## src/rtl/buffer_port_arbiter_if.sv

```systemverilog
// Single-port on-chip buffer port shared by compute-side bridges and the RAM macro.
interface single_port_ram_intf #(
    parameter int unsigned ADDR_WIDTH = 20,
    parameter int unsigned DATA_WIDTH = 16
);
    logic                  cs;
    logic                  oe;
    logic [ADDR_WIDTH-1:0] addr;
    logic                  W_req;
    logic [DATA_WIDTH-1:0] W_data;
    logic [DATA_WIDTH-1:0] R_data;

    // Requester side: drives the command, receives read data.
    modport compute (
        output cs,
        output oe,
        output addr,
        output W_req,
        output W_data,
        input  R_data
    );

    // Memory side: consumes the command, returns read data.
    modport mem (
        input  cs,
        input  oe,
        input  addr,
        input  W_req,
        input  W_data,
        output R_data
    );
endinterface

```

## src/rtl/buffer_port_arbiter.sv

```systemverilog
// Round-robin, burst-locking arbiter that shares one single-port buffer among
// CH_NUM channels and returns tagged read data to the issuing channel.
module buffer_port_arbiter #(
    parameter int unsigned CH_NUM     = 8,
    parameter int unsigned ADDR_WIDTH = 20,
    parameter int unsigned DATA_WIDTH = 16,
    parameter int unsigned RD_LAT     = 1,
    parameter int unsigned ID_W       = $clog2(CH_NUM)
) (
    input  logic                  clk,
    input  logic                  rst_n,
    input  logic [CH_NUM-1:0]     ch_req,
    input  logic [CH_NUM-1:0]     ch_we,
    input  logic [ADDR_WIDTH-1:0] ch_addr  [CH_NUM],
    input  logic [DATA_WIDTH-1:0] ch_wdata [CH_NUM],
    input  logic [CH_NUM-1:0]     ch_last,
    output logic [CH_NUM-1:0]     ch_gnt,
    output logic [CH_NUM-1:0]     ch_rvalid,
    output logic [DATA_WIDTH-1:0] ch_rdata,
    output logic [ID_W-1:0]       owner,
    output logic                  locked,
    single_port_ram_intf.compute  buff_intf
);

    typedef enum logic {
        IDLE = 1'b0,
        LOCK = 1'b1
    } state_t;

    state_t          state;
    logic [ID_W-1:0] rr_ptr;
    logic [ID_W-1:0] win_id;
    logic            win_found;
    logic [ID_W-1:0] acc_id;
    logic            accept;
    logic            acc_we;
    logic            acc_last;

    logic            tag_v  [RD_LAT];
    logic [ID_W-1:0] tag_id [RD_LAT];

    // Round-robin search starting one past the last burst winner.
    always_comb begin : p_search
        int unsigned     idx;
        logic [ID_W-1:0] cand;
        win_id    = '0;
        win_found = 1'b0;
        idx       = 0;
        cand      = '0;
        for (int unsigned i = 1; i <= CH_NUM; i++) begin
            idx = 32'(rr_ptr) + i;
            if (idx >= CH_NUM) begin
                idx = idx - CH_NUM;
            end
            cand = ID_W'(idx);
            if (!win_found && ch_req[cand]) begin
                win_found = 1'b1;
                win_id    = cand;
            end
        end
    end

    // Grant: winner in IDLE, owner only (mirroring its request) in LOCK.
    always_comb begin
        ch_gnt = '0;
        if (rst_n) begin
            if (state == IDLE) begin
                if (win_found) begin
                    ch_gnt[win_id] = 1'b1;
                end
            end else begin
                ch_gnt[owner] = ch_req[owner];
            end
        end
        acc_id   = (state == IDLE) ? win_id : owner;
        accept   = |(ch_req & ch_gnt);
        acc_we   = ch_we[acc_id];
        acc_last = ch_last[acc_id];
    end

    // Arbitration FSM: owner tracking, burst lock and round-robin pointer.
    always_ff @(posedge clk or negedge rst_n) begin
        if (!rst_n) begin
            state  <= IDLE;
            rr_ptr <= ID_W'(CH_NUM - 1);
            owner  <= '0;
        end else if (accept) begin
            owner <= acc_id;
            if (acc_last) begin
                state  <= IDLE;
                rr_ptr <= acc_id;
            end else begin
                state <= LOCK;
            end
        end
    end

    assign locked = (state == LOCK);

    // Register the accepted beat onto the buffer port; address/data hold when idle.
    always_ff @(posedge clk or negedge rst_n) begin
        if (!rst_n) begin
            buff_intf.cs     <= 1'b0;
            buff_intf.oe     <= 1'b0;
            buff_intf.W_req  <= 1'b0;
            buff_intf.addr   <= '0;
            buff_intf.W_data <= '0;
        end else begin
            buff_intf.cs    <= accept;
            buff_intf.oe    <= accept & ~acc_we;
            buff_intf.W_req <= accept & acc_we;
            if (accept) begin
                buff_intf.addr   <= ch_addr[acc_id];
                buff_intf.W_data <= ch_wdata[acc_id];
            end
        end
    end

    // Tag each issued command with its channel (owner still names it) and
    // route R_data to that channel when the tag leaves the pipeline.
    always_ff @(posedge clk or negedge rst_n) begin
        if (!rst_n) begin
            for (int i = 0; i < RD_LAT; i++) begin
                tag_v[i]  <= 1'b0;
                tag_id[i] <= '0;
            end
            ch_rvalid <= '0;
            ch_rdata  <= '0;
        end else begin
            tag_v[0]  <= buff_intf.cs & buff_intf.oe;
            tag_id[0] <= owner;
            for (int i = 1; i < RD_LAT; i++) begin
                tag_v[i]  <= tag_v[i-1];
                tag_id[i] <= tag_id[i-1];
            end
            ch_rvalid <= '0;
            if (tag_v[RD_LAT-1]) begin
                ch_rvalid[tag_id[RD_LAT-1]] <= 1'b1;
                ch_rdata                    <= buff_intf.R_data;
            end
        end
    end

endmodule

```

## src/flat_wrapper.sv

```systemverilog
// flat-port wrapper written by rule: the top's interface ports become plain ports
module buffer_port_arbiter_flat 
#(
    parameter int unsigned CH_NUM     = 8,
    parameter int unsigned ADDR_WIDTH = 20,
    parameter int unsigned DATA_WIDTH = 16,
    parameter int unsigned RD_LAT     = 1,
    parameter int unsigned ID_W       = $clog2(CH_NUM)
)
  (clk, rst_n, ch_req, ch_we, ch_addr, ch_wdata, ch_last, ch_gnt, ch_rvalid, ch_rdata, owner, locked, buff_intf_cs, buff_intf_oe, buff_intf_addr, buff_intf_W_req, buff_intf_W_data, buff_intf_R_data);
  single_port_ram_intf #(.ADDR_WIDTH(ADDR_WIDTH), .DATA_WIDTH(DATA_WIDTH)) buff_intf_i ();
  input  logic clk;
  input  logic rst_n;
  input  logic [CH_NUM-1:0] ch_req;
  input  logic [CH_NUM-1:0] ch_we;
  input  logic [ADDR_WIDTH-1:0] ch_addr[CH_NUM];
  input  logic [DATA_WIDTH-1:0] ch_wdata[CH_NUM];
  input  logic [CH_NUM-1:0] ch_last;
  output logic [CH_NUM-1:0] ch_gnt;
  output logic [CH_NUM-1:0] ch_rvalid;
  output logic [DATA_WIDTH-1:0] ch_rdata;
  output logic [ID_W-1:0] owner;
  output logic locked;
  output wire logic [$bits(buff_intf_i.cs)-1:0] buff_intf_cs;
  output wire logic [$bits(buff_intf_i.oe)-1:0] buff_intf_oe;
  output wire logic [$bits(buff_intf_i.addr)-1:0] buff_intf_addr;
  output wire logic [$bits(buff_intf_i.W_req)-1:0] buff_intf_W_req;
  output wire logic [$bits(buff_intf_i.W_data)-1:0] buff_intf_W_data;
  input wire logic [$bits(buff_intf_i.R_data)-1:0] buff_intf_R_data;
  assign buff_intf_cs = buff_intf_i.cs;
  assign buff_intf_oe = buff_intf_i.oe;
  assign buff_intf_addr = buff_intf_i.addr;
  assign buff_intf_W_req = buff_intf_i.W_req;
  assign buff_intf_W_data = buff_intf_i.W_data;
  assign buff_intf_i.R_data = buff_intf_R_data;
  buffer_port_arbiter #(.CH_NUM(CH_NUM), .ADDR_WIDTH(ADDR_WIDTH), .DATA_WIDTH(DATA_WIDTH), .RD_LAT(RD_LAT), .ID_W(ID_W)) u_core (.clk(clk), .rst_n(rst_n), .ch_req(ch_req), .ch_we(ch_we), .ch_addr(ch_addr), .ch_wdata(ch_wdata), .ch_last(ch_last), .ch_gnt(ch_gnt), .ch_rvalid(ch_rvalid), .ch_rdata(ch_rdata), .owner(owner), .locked(locked), .buff_intf(buff_intf_i));
endmodule
```

## config.mk

```make
export PLATFORM = sky130hd
export DESIGN_NAME = buffer_port_arbiter_flat
export DESIGN_NICKNAME = d
export VERILOG_FILES = /design/src/rtl/buffer_port_arbiter_if.sv /design/src/rtl/buffer_port_arbiter.sv /design/src/flat_wrapper.sv
export SDC_FILE = /design/constraint.sdc
export NUM_CORES = 1
export LEC_CHECK = 0
export CAP_MARGIN = 20
export CORE_AREA = 8 8 151 153
export DETAILED_ROUTE_END_ITERATION = 10
export DIE_AREA = 0 0 159 161
export GPL_TIMING_DRIVEN = 0
export PLACE_DENSITY = 0.74
export RECOVER_POWER = 50
export SLEW_MARGIN = 20
export SYNTH_ARGS = -nofsm -noshare
export SYNTH_HDL_FRONTEND = slang
export SYNTH_SLANG_ARGS = --single-unit
export TNS_END_PERCENT = 10
```

## constraint.sdc

```tcl
create_clock -name clk -period 4.07 [get_ports clk]
set_input_delay 0.6105 -clock clk [delete_from_list [all_inputs] [get_ports clk]]
set_output_delay 0.6105 -clock clk [all_outputs]
set_load 0.005 [all_outputs]
```

After elaboration in Yosys (flattened, before gate mapping). Index checks and enable logic that the tools add are counted.

Logic and storage cells: 142. Output and inout port bits: 75. Input port bits: 330. Bits in registers: 74.

Muxes and demuxes: 64. Add/subtract/negate cells: 16. Reductions and logical operators: 19. Bitwise gates (word level): 7. $lt $le $gt $ge: 24.

Operators with widths (count): binary-select mux 20 bit (select 3 bit) (1); two-way mux 3 bit (17); binary-select mux 16 bit (select 3 bit) (1); less-than comparator 3 x 4 -> 1 bit, second input constant (12); two-way mux 20 bit (2); binary-select mux 1 bit (select 3 bit) (11); greater-or-equal comparator 4 bit, second input constant (8); two-way mux 16 bit (2); two-way mux 8 bit (4); subtractor 3 x 1 -> 3 bit, second input constant (8); two-way mux 1 bit (23); adder 3 x 3 -> 4 bit, second input constant (4); bitwise AND 8 bit (2); logical AND 1 bit (10); demux 1 bit (select 3 bit) (3); greater-or-equal comparator 3 x 1 -> 1 bit, second input constant (3); adder 3 x 2 -> 4 bit, second input constant (2); OR reduction 8 bit (1); zero test 1 bit (7); adder 3 x 4 -> 5 bit, second input constant (1); greater-or-equal comparator 5 x 4 -> 1 bit, second input constant (1); adder 3 x 1 -> 4 bit, second input constant (1); inverter 3 -> 4 bit (1); bitwise AND 1 bit (3); other kinds (2) (2).

Logic depth before layout (Yosys ltp).
Word-level depth: 37. Gate-level depth with buffers: 19. Depth with buffers taken out: 12.

Worst setup path after synthesis. No wires, ideal clock.

Path type: reg-to-reg. Start point: reg u_core.rr_ptr[0]. End point: reg u_core.rr_ptr[2]. Cell stages (with the launch flop): 17. Required time: 3.993 ns. Period minus slack after synthesis: 4.397 ns. Buffers on the path: 4. Path slack: -0.327 ns. Library setup time: 0.077 ns. Arrival time: 4.320 ns. Cells stage by stage: dfstp_2 buf_6 buf_6 buf_2 inv_1 ha_1 xor2_1 mux4_2 a22oi_1 nor4_1 a21o_1 buf_2 o21ai_1 a211oi_1 a2111o_1 a21oi_2 mux2i_1.

Word-level cells in the longest chain between the ends: 37. Elaborated cells between the ends (all ways): 92. Those cells by class: 16 x add/sub; 10 x order compare; 48 x mux; 1 x bitwise; 17 x reduce/logical.

RTL lines: start, declared (line buffer_port_arbiter.sv:31) `logic [ID_W-1:0] rr_ptr;`; start signal, assigned (line buffer_port_arbiter.sv:85) `rr_ptr <= ID_W'(CH_NUM - 1);`; start signal, assigned (line buffer_port_arbiter.sv:91) `rr_ptr <= acc_id;`; adder 3 x 1 -> 4 bit (line buffer_port_arbiter.sv:51) `idx = 32'(rr_ptr) + i;`; greater-or-equal comparator 4 bit / subtractor 3 x 1 -> 3 bit (equally long branches) (line buffer_port_arbiter.sv:52, buffer_port_arbiter.sv:53); two-way mux 3 bit (line buffer_port_arbiter.sv:52) `if (idx >= CH_NUM) begin`; binary-select mux 1 bit (select 3 bit) (line buffer_port_arbiter.sv:56) `if (!win_found && ch_req[cand]) begin`; two-way mux 1 bit (not written as such) (line buffer_port_arbiter.sv:56); two-way mux 1 bit (line buffer_port_arbiter.sv:56); zero test 1 bit (line buffer_port_arbiter.sv:56); logical AND 1 bit (line buffer_port_arbiter.sv:56); [... 21 more ...]; two-way mux 1 bit (not written as such) (line buffer_port_arbiter.sv:69) `ch_gnt[win_id] = 1'b1;`; demux 1 bit (select 3 bit); two-way mux 8 bit (line buffer_port_arbiter.sv:68) `if (win_found) begin`; two-way mux 8 bit (line buffer_port_arbiter.sv:67) `if (state == IDLE) begin`; two-way mux 8 bit (line buffer_port_arbiter.sv:66) `if (rst_n) begin`; bitwise AND 8 bit (line buffer_port_arbiter.sv:76) `accept = |(ch_req & ch_gnt);`; OR reduction 8 bit (line buffer_port_arbiter.sv:76); AND reduction 2 bit (no source line).

Parallel ways exist; a longest one is shown, timed or not. The select of a mux whose other input is x is not followed. A chain may end at the register's enable or synchronous reset.

Worst setup path in the final report.
Start point: reg u_core.rr_ptr[0]. End point: reg u_core.buff_intf.W_data[13].

Word-level cells in the longest chain between the ends: 36. Elaborated cells between the ends (all ways): 93. Those cells by class: 16 x add/sub; 10 x order compare; 49 x mux; 2 x bitwise; 16 x reduce/logical.

RTL lines: adder 3 x 1 -> 4 bit (line buffer_port_arbiter.sv:51); greater-or-equal comparator 4 bit / subtractor 3 x 1 -> 3 bit (equally long branches) (line buffer_port_arbiter.sv:52, buffer_port_arbiter.sv:53); two-way mux 3 bit (line buffer_port_arbiter.sv:52); binary-select mux 1 bit (select 3 bit) (line buffer_port_arbiter.sv:56); two-way mux 1 bit (not written as such) (line buffer_port_arbiter.sv:56); two-way mux 1 bit (line buffer_port_arbiter.sv:56); zero test 1 bit (line buffer_port_arbiter.sv:56); logical AND 1 bit (line buffer_port_arbiter.sv:56); [... 20 more ...]; logical AND 1 bit (not written as such) (line buffer_port_arbiter.sv:69); two-way mux 1 bit (not written as such) (line buffer_port_arbiter.sv:69); demux 1 bit (select 3 bit); two-way mux 8 bit (line buffer_port_arbiter.sv:68); two-way mux 8 bit (line buffer_port_arbiter.sv:67); two-way mux 8 bit (line buffer_port_arbiter.sv:66); bitwise AND 8 bit (line buffer_port_arbiter.sv:76); OR reduction 8 bit (line buffer_port_arbiter.sv:76); end signal, assigned (line buffer_port_arbiter.sv:114) `buff_intf.W_data <= ch_wdata[acc_id];`; end, declared (line buffer_port_arbiter_if.sv:19) `output W_data,`.

Parallel ways exist; a longest one is shown, timed or not. The select of a mux whose other input is x is not followed.

==> impl.org <==
** STA
- Subtracting the final worst setup slack from the clock period gives 4.40 ns.
- The number of max-slew violations in the final report came to 23.
- In this run the tightest slew margin relative to its limit is -8.79%.
- Summed over all failing endpoints, the final setup total negative slack is -15.34 ns.
- Dividing the final minimum period by the clock period gives 108%.
- The number of hold violations in the final report was 0.
- Slew at the pin closest to its max-slew limit :: 1.63 ns
- Timing would allow up to 227 MHz.
- Final hold analysis gives a worst-case slack of 0.420 ns.
- Final count of negative-setup-slack endpoints :: 53
- Worst setup slack after layout :: -0.334 ns
- The clock arrives with 0.0177 ns of skew.
- Setup repair after global routing could not meet its margin everywhere.

** Routing
- Post-DR vias/cell :: 5.29
- The first detailed-routing pass took 9 iterations.
- For this block, the routed nets add up to 38,800 µm of wire.
- Final routed wire length divided by cell count :: 23.3 µm
- Detail Route Antenna Nets :: 0
- Detailed-route via count :: 8,806
- The first routing iteration left 612 violations.
- Drc violations :: 0

** Clocking
- Worst-skew pair later-pin latency :: 0.35 ns
- Clock tree synthesis found a total of 74 sinks.
- The cell sitting at the root of the clock tree is a sky130_fd_sc_hd__clkbuf_16.
- Counting the buffers created by CTS gives 9.
- The clock passes through at most 2 buffers.
- Max H-tree Level :: 3
- Clock tree from TritonCTS :: built
- Post-CTS clock slew at the launch and capture registers of the worst setup and hold paths :: 0.07 ns

** Power
- For this design the ratio of total power to cell area is 1230 nW/µm².
- IR analysis of the VDD net gives a maximum drop of 0.596 mV.
- Standby leakage power :: 0.00502 µW

** Min path
- The startpoint identified for the worst hold timing path is u_core.owner[1].
- The path class of the tightest hold or removal check is flip-flop to flip-flop.

** Place
- The wire-length estimate of the detail-placed layout is 30,500 µm.
- Dpl cells :: 1,598
- The placed instances occupy a cell area of 10,900 µm².
- In this run the tool buffered the top-level ports with 404 buffer cells.
- Final estimated routing congestion in global placement :: 0.963

** Synth
- Average cell area after synthesis :: 7.00 µm²
- Simple-gate portion of the synthesized area :: 40.8%
- In the synthesized netlist the async set-or-reset flop fraction comes to 100%.
- By count the netlist is led by sky130_fd_sc_hd__nand2_1 (341), sky130_fd_sc_hd__nand3_1 (147), sky130_fd_sc_hd__dfrtp_1 (71).
- Count of mapped cells out of synthesis :: 918
- Summing every instance area after synthesis gives 6420 µm².
- Xor and xnor area share after synthesis :: 0.409%
- Summed over all instances, the cell type with the most area after synthesis is sky130_fd_sc_hd__dfrtp_1.
- Post-synth EDFFs :: 0
- Summed over its instances, the top area cell type makes up 27.7% of the synthesized netlist area.
- After synthesis the netlist holds a flip-flop and latch count of 74.
- Sequential cells were found to cover 28.9% of the synthesized design area.
- By instance count, the leading cell after synthesis is sky130_fd_sc_hd__nand2_1.
- Yosys cell types :: 66
- Biggest area contributors in the synthesized netlist :: sky130_fd_sc_hd__dfrtp_1 (28%), sky130_fd_sc_hd__nand2_1 (20%), sky130_fd_sc_hd__nand3_1 (11%)
- When the netlist entered floorplanning its net count stood at 1,250.
- Mux contribution to synthesized area :: 12.5%
- Adder and majority cell fraction of the synthesized area :: 0.390%
- The Yosys step of the flow raised 0 warnings.
- By area, the combinational part of the netlist is dominated by simple AND/OR/NAND/NOR gates.
- The most used flip-flop cell after synthesis is sky130_fd_sc_hd__dfrtp_1.
- Summing the areas of all compound-gate instances in the mapped netlist gives 11.3% of the synthesized area.

** Floorplanning
- The initial utilization of the core area, before any placement, comes to 31.2%.
- After floorplanning, the core was divided into 53 placement rows.
- Total Die Area :: 25,600 µm²
- The floorplan step set the die width to 159 µm.
- The floorplan step set the die height to 161 µm.
- Pin placement for this block handled 405 I/O pins.
- Area of the core :: 20,600 µm²

** Run
- The tool flagged a number of max-cap violations equal to 1.

** GRT
- The initial antenna violation count is 6.
- After global routing the overflow that remains totals 0.
- Global-route wire length before repair :: 56,500 µm
- Global router's overall resource usage :: 28.8%
- Number of global-route vias before repair :: 8,676
- Maximum number of pins on one net before global-route repair :: 54

** Outcome
- Violations in the final reports :: capacitance limit, slew limit, setup timing
- Result of the run :: finished with violations

** Setup path
- Worst Setup SP :: u_core.rr_ptr[0]
- The worst setup path is launched from a flip-flop.
- Critical path type :: flip-flop to flip-flop
- CP Capture Type :: flip-flop
- STA puts the critical path data required time at 4.32 ns.
- The worst register-to-register path begins at u_core.rr_ptr[0].
- Of all nets on the critical path, the largest fanout is 10.
- Critical path data arrival time :: 4.65 ns

** Finish
- Proportion of layout cells with a drive suffix above 1 :: 15.7%
- The finished layout holds 1,664 standard cells, fillers aside.
- The area growth from synthesis to layout is 88.0%.
- Finished Cell Area :: 12,100 µm²
- The net count of the finished layout is 1,714.
- Once layout is complete, the utilization of the core stands at 58.7%.
==> cell families (layout without fill, tap and decap cells) <==
family | count (synthesis) | count (layout)
compound gates | 111 | 111
xor+xnor | 3 | 3
fa+ha+maj | 2 | 2
buf+inv | 78 | 547
flops | 74 | 74
mux | 58 | 58
other cells | 0 | 2
simple gates | 592 | 592
==> cell type report <==
class,count,area (µm²)
Timing Repair Buffer,455,4600
Fill cell,1942,8480
Clock buffer,10,239
Inverter,9,43.8
Sequential cell,74,1860
Tap cell,275,344
Multi-Input combinational cell,766,4450
Antenna cell,2,5.00
Clock inverter,6,70.1
Buffer,67,467
==> registers in the layout, summed over array words and instances, names as in the netlist <==
signal                   cells
u_core.tag_v                 1
u_core.buff_intf.W_data     16
u_core.ch_rvalid             8
u_core.locked                1
u_core.buff_intf.addr       20
u_core.buff_intf.cs          1
u_core.rr_ptr                3
u_core.buff_intf.W_req       1
u_core.tag_id                3
u_core.ch_rdata             16
u_core.buff_intf.oe          1
u_core.owner                 3
==> layer usage <==
metal	wire length [µm]	GRT usage, %
met1	15100	34.4
met5	57	0
met4	984	7.59
met2	19500	50.3
met3	3170	7.89
==> worst paths after layout <==
kind	endpoint	slack, ns	cells past startpoint
max	u_core.buff_intf.W_data[13]	-0.33	15
min	u_core.tag_id[1]	0.42	0
max reg2reg	u_core.buff_intf.W_data[13]	-0.33	15
min reg2reg	u_core.tag_id[1]	0.42	0
max in group asynchronous	u_core.rr_ptr[1]	2.37	2
min in group asynchronous	u_core.ch_rdata[10]	0.66	1
==> critical path: stages, from the launching register on <==
cell and delay, ns:
sky130_fd_sc_hd__dfstp_2 0.54, sky130_fd_sc_hd__buf_6 0.11, sky130_fd_sc_hd__buf_8 0.10, sky130_fd_sc_hd__buf_12 0.09
sky130_fd_sc_hd__clkinvlp_4 0.09, sky130_fd_sc_hd__ha_4 0.32, sky130_fd_sc_hd__mux4_2 0.52, sky130_fd_sc_hd__or4_1 0.51
sky130_fd_sc_hd__a211o_1 0.31, sky130_fd_sc_hd__a211oi_1 0.42, sky130_fd_sc_hd__a211oi_2 0.22, sky130_fd_sc_hd__nor2_4 0.34
sky130_fd_sc_hd__buf_2 0.32, sky130_fd_sc_hd__nand3_1 0.19, sky130_fd_sc_hd__nand4_1 0.16, sky130_fd_sc_hd__o21ai_2 0.06
==> power by group <==
| group | switching, µW | leakage, µW | internal, µW |
|---|---|---|---|
| combinational | 7080 | 0.00397 | 5490 |
| clock | 347 | 0.000154 | 498 |
| sequential | 232 | 0.000899 | 1170 |
| total | 7660 | 0.00502 | 7160 |
==> layout by cell type, fill, tap and decap left out, types with 15 or more instances in the layout <==
cell / n
sky130_fd_sc_hd__buf_2: 19
sky130_fd_sc_hd__buf_4: 34
sky130_fd_sc_hd__clkbuf_2: 23
sky130_fd_sc_hd__clkdlybuf4s50_1: 389
sky130_fd_sc_hd__dfrtp_1: 71
sky130_fd_sc_hd__mux2_2: 22
sky130_fd_sc_hd__mux2i_1: 16
sky130_fd_sc_hd__mux4_2: 15
sky130_fd_sc_hd__nand2_1: 332
sky130_fd_sc_hd__nand3_1: 147
sky130_fd_sc_hd__nand4_1: 38
sky130_fd_sc_hd__nor2_1: 18
sky130_fd_sc_hd__o21ai_1: 40
==> what timing repair did <==
action | CTS | global route
hold buffers | 0 | 0
gates resized for setup | 138 | 26
pin swaps | 16 | 15
buffers inserted | 37 | 7
cloned | 3 | 4
setup endpoints to repair | 54 | 53
==> stage by stage <==
stage,worst slack (ns),total power [µW]
after detailed placement,-1.38,11400
after CTS,-0.268,14100
after global placement,-1.94,11300
final,-0.334,14800
after global routing,-0.412,15900
after floorplan,-0.0114,7620
No activity file was read; power rests on OpenSTA's default activity.
